[src/rtl/bp_me_wormhole_packet_deserializer.sv]
// bp_me_wormhole_packet_deserializer: reassembles wormhole flits into one packet and drops oversized or misrouted packets
module bp_me_wormhole_packet_deserializer #(
  parameter int flit_width_p = 64,
  parameter int cord_width_p = 7,
  parameter int len_width_p = 4,
  parameter int max_packet_width_p = 640
) (
  input  logic                          clk_i,
  input  logic                          reset_n_i,
  input  logic [cord_width_p-1:0]       my_cord_i,
  input  logic [flit_width_p-1:0]       flit_i,
  input  logic                          v_i,
  output logic                          ready_and_o,
  output logic [max_packet_width_p-1:0] packet_o,
  output logic                          v_o,
  input  logic                          yumi_i,
  output logic                          err_o
);
  localparam int max_flits_lp = (max_packet_width_p + flit_width_p - 1) / flit_width_p;
  typedef enum logic [1:0] {e_idle, e_body, e_drain, e_full} state_e;
  state_e state, state_n;
  logic [len_width_p-1:0] cnt, len_r, hdr_len;
  logic [max_flits_lp-1:0][flit_width_p-1:0] slots;
  logic [max_flits_lp*flit_width_p-1:0] flat;
  logic accept, good, err, err_n;
  assign hdr_len = flit_i[cord_width_p +: len_width_p];
  assign good = (hdr_len <= len_width_p'(max_flits_lp - 1)) && (flit_i[cord_width_p-1:0] == my_cord_i);
  assign ready_and_o = (state != e_full);
  assign accept = v_i & ready_and_o;
  assign v_o = (state == e_full);
  assign err_o = err;
  assign flat = slots;
  assign packet_o = flat[max_packet_width_p-1:0];
  always_comb begin
    state_n = state;
    err_n = 1'b0;
    case (state)
      e_idle: if (accept) begin
        state_n = good ? (hdr_len == '0 ? e_full : e_body) : (hdr_len == '0 ? e_idle : e_drain);
        err_n = !good && hdr_len == '0;
      end
      e_body: state_n = (accept && cnt == len_r) ? e_full : e_body;
      e_drain: if (accept && cnt == len_width_p'(1)) begin
        state_n = e_idle;
        err_n = 1'b1;
      end
      default: state_n = yumi_i ? e_idle : e_full;
    endcase
  end
  always_ff @(posedge clk_i) begin
    if (!reset_n_i) begin
      state <= e_idle;
      cnt <= '0;
      len_r <= '0;
      err <= 1'b0;
      slots <= '0;
    end else begin
      state <= state_n;
      err <= err_n;
      if (accept) begin
        if (state == e_idle) begin
          len_r <= hdr_len;
          cnt <= good ? len_width_p'(1) : hdr_len;
          if (good) begin
            slots <= '0;
            slots[0] <= flit_i;
          end
        end else if (state == e_body) begin
          slots[cnt] <= flit_i;
          cnt <= cnt + 1'b1;
        end else begin
          cnt <= cnt - 1'b1;
        end
      end
    end
  end
  // a consumer taking a packet that is not offered violates the handshake
  always_ff @(posedge clk_i) if (reset_n_i && yumi_i) assert (v_o);
endmodule

[config.mk]
export PLATFORM = sky130hd
export DESIGN_NAME = bp_me_wormhole_packet_deserializer
export DESIGN_NICKNAME = d
export VERILOG_FILES = /design/src/rtl/bp_me_wormhole_packet_deserializer.sv
export SDC_FILE = /design/constraint.sdc
export NUM_CORES = 1
export LEC_CHECK = 0
export ABC_AREA = 1
export CORE_AREA = 2 2 281 283
export CTS_BUF_LIST = sky130_fd_sc_hd__clkbuf_8
export CTS_CLUSTER_DIAMETER = 40
export CTS_CLUSTER_SIZE = 10
export DETAILED_ROUTE_END_ITERATION = 16
export DIE_AREA = 0 0 283 285
export PLACE_DENSITY_LB_ADDON = 0.08
export SETUP_SLACK_MARGIN = 0.1
export SKIP_CTS_REPAIR_TIMING = 1
export SYNTH_ARGS = -nofsm -noshare
export SYNTH_HDL_FRONTEND = slang
export SYNTH_SLANG_ARGS = --single-unit
[constraint.sdc]
create_clock -name clk_i -period 4 [get_ports clk_i]
set_clock_uncertainty 0.15 [all_clocks]
set_input_delay 0.4 -clock clk_i [delete_from_list [all_inputs] [get_ports clk_i]]
set_output_delay 0.4 -clock clk_i [all_outputs]
set_load 0.02 [all_outputs]
==> impl_metrics.ini <==
[timing]
fin_crit_sh = 0.731
rsz0062_at_grt = no
final_max_slew_viol_count = 0
finalHoldViolCount = 0
max_freq_ghz = 0.342
fin_ws_ns = 1.08
setup_viol = 0
min_period_ns = 2.92
tns_ns = 0
worst_pin_slew_ns = 1.03
slew_headroom = 0.311

[die]
core_area_um2 = 78000
die_h_um = 285
initial_core_util = 0.308
dieArea_um2 = 80700
die_x_um = 283
ios = 718
rows = 103

[placement]
place.gp.congestion = 0.799
portBuffers = 717
pre_cts_ws_ns = 0.696
hpwl_um = 72000

[logic_synthesis]
synth_cell_types = 33
syn_avg_cell_area_um2 = 7.48
synth_seq_area_share = 0.543
syn-num-nets = 3292
ys_ff_latch = 651
synthCells = 3211
netlist_area_um2 = 24000
synth_warnings = 0

[cts]
clk_pin_slew_ns = 0.07
cts_sinks = 651
htree_levels = 3
cts_buffers = 111
clk-insertion-delay-late_ns = 0.71
clock_path_buffers = 3
cts_root_buffer = clkbuf_8
cts_tree = built

[route]
viasPerCell = 4.70
drtIter0Drc = 1607
drc = 0
dr.pass1.iters = 5
vias = 23550
wl_per_cell_um = 21.6
drtAntennaViolNets = 0
wl_um = 108000

[setup_path]
crit_arrival_ns = 3.32
worst-r2r-setup-slack_ns = 1.08
path_max_fanout = 36
cp-start-kind = flip-flop
crit_required_ns = 4.40
crit_type = flip-flop to flip-flop
end_kind = flip-flop

[final_layout]
syn2layout_area_growth_pct = 44.7
layout.nets = 3949
fillers = 7912
drive_gt1_frac = 0.0667

[worst_hold_path]
hp-class = input port to flip-flop

[power_and_ir_drop]
vdd_drop_max_uv = 284
p_leak_nw = 12.0
power.density_nw_per_um2 = 405

[global_routing]
grt_pass1_vias = 21887
grt_max_degree = 139
global_route.overflow_total = 0
antenna_found_initial = 8
grt_pass1_wl_um = 154000
globalRouteTotalUtil = 0.256

[job]
maxCapViolations = 0

[run_status]
status = finished, final reports clean
-- flip-flops by register name, indices dropped and copies added (netlist names) --
name      count
packet_o    640
cnt           4
len_r         4
err_o         1
state         2
-- per-stage QoR --
| step | util | hold slack [ns] | std cells | power [W] | area (um^2) |
|---|---|---|---|---|---|
| 3_5_place_dp | 0.412 | 0.301 | 4804 | 0.00727 | 32200 |
| 5_1_grt | 0.446 | 0.101 | 5013 | 0.0145 | 34700 |
| 6_report | 0.446 | 0.137 | 5013 | 0.0141 | 34700 |
| 3_3_place_gp | 0.412 | 0.297 | 4804 | 0.00727 | 32200 |
| 4_1_cts | 0.445 | -0.126 | 5007 | 0.0142 | 34700 |
| 2_1_floorplan | - | 0.312 | 3211 | 0.00697 | 24000 |
-- cells by family (layout without fill, tap and decap cells) --
group / count (synthesis) / after routing / synth area share
compound gates: 608 / 608 / 0.127
xor+xnor: 5 / 5 / 0.00182
fa+ha+maj: 6 / 6 / 0.00313
buf+inv: 379 / 1126 / 0.0658
flops: 651 / 651 / 0.543
other cells: 0 / 5 / 0
simple gates: 1562 / 1562 / 0.259
-- routing by layer --
| metal | vias to the layer above | wire (um) | track usage |
|---|---|---|---|
| met4 | 4 | 4130 | 0.105 |
| met2 | 765 | 52000 | 0.429 |
| li1 | 11520 | - | - |
| met3 | 167 | 7680 | 0.0682 |
| met1 | 11094 | 44500 | 0.309 |
| met5 | - | 23 | 0 |
-- worst max-delay path, cell delays in order (launching register included) --
cell and delay, ns:
dfxtp_1 0.56, clkinv_2 0.67, buf_4 0.46, nand4_1 0.11
clkinv_1 0.52, nand2_1 0.20, a21oi_1 0.08
-- path summary, 6_finish.rpt --
kind / end / depth (start not counted) / startpoint
worst min register to register: packet_o[176]$_SDFFE_PN0P_ / 2 / packet_o[176]$_SDFFE_PN0P_
worst max-delay path: packet_o[171]$_SDFFE_PN0P_ / 6 / state[1]$_SDFFE_PN0P_
worst max register to register: packet_o[171]$_SDFFE_PN0P_ / 6 / state[1]$_SDFFE_PN0P_
worst min-delay path: packet_o[355]$_SDFFE_PN0P_ / 3 / reset_n_i
-- synthesized netlist by cell type --
master | number | area share
nand2_2 | 2 | 0.00052
nor3_1 | 4 | 0.00083
a211oi_1 | 1 | 0.00031
o21ai_1 | 1 | 0.00021
ha_1 | 6 | 0.0031
nand3_1 | 9 | 0.0019
o21ai_0 | 16 | 0.0033
nand2_4 | 2 | 0.00094
nand4_1 | 64 | 0.017
o211a_1 | 1 | 0.00042
inv_1 | 89 | 0.014
or2_1 | 2 | 0.00052
xor2_1 | 2 | 0.00073
nand2_1 | 1316 | 0.21
nand3_2 | 1 | 0.00042
nor2_1 | 146 | 0.023
o22ai_1 | 1 | 0.00026
nor2_8 | 1 | 0.00083
clkbuf_1 | 122 | 0.019
dfxtp_1 | 651 | 0.54
buf_2 | 72 | 0.015
nor2_2 | 3 | 0.00078
xnor2_1 | 3 | 0.0011
buf_1 | 19 | 0.0030
buf_6 | 8 | 0.0038
nand3_4 | 9 | 0.0066
or2_2 | 2 | 0.00052
inv_2 | 1 | 0.00016
nor4_1 | 1 | 0.00026
buf_4 | 2 | 0.00063
a21oi_1 | 587 | 0.12
a32oi_1 | 1 | 0.00036
clkinv_1 | 66 | 0.010
-- cells in the final DEF, fill, tap and decap left out, drive strengths merged, types with 14 or more instances in the layout --
| master | n |
|---|---|
| dfxtp | 651 |
| bufinv | 14 |
| clkinvlp | 15 |
| nor2 | 150 |
| clkinv | 86 |
| a21oi | 587 |
| nand3 | 19 |
| o21ai | 17 |
| inv | 116 |
| clkbuf | 128 |
| buf | 51 |
| clkdlybuf4s50 | 715 |
| nand2 | 1320 |
| nand4 | 64 |
-- power breakdown --
| part | switching (W) | total, W | internal (W) |
|---|---|---|---|
| logic | 0.000457 | 0.000611 | 0.000154 |
| clock network | 0.00305 | 0.00695 | 0.00390 |
| registers | 0.0000157 | 0.00651 | 0.00649 |
-- final cells by class --
cell class                      instances  area (um^2)  share of cell area
Timing Repair Buffer                  767         7760               0.223
Sequential cell                       651        13000               0.375
Clock inverter                         75          808              0.0233
Clock buffer                          128         1760              0.0507
Inverter                              156          594              0.0171
Multi-Input combinational cell       2181         9460               0.272
Tap cell                             1050         1310              0.0378
Antenna cell                            5         12.5            0.000360
Power figures use the tool's default switching activity.
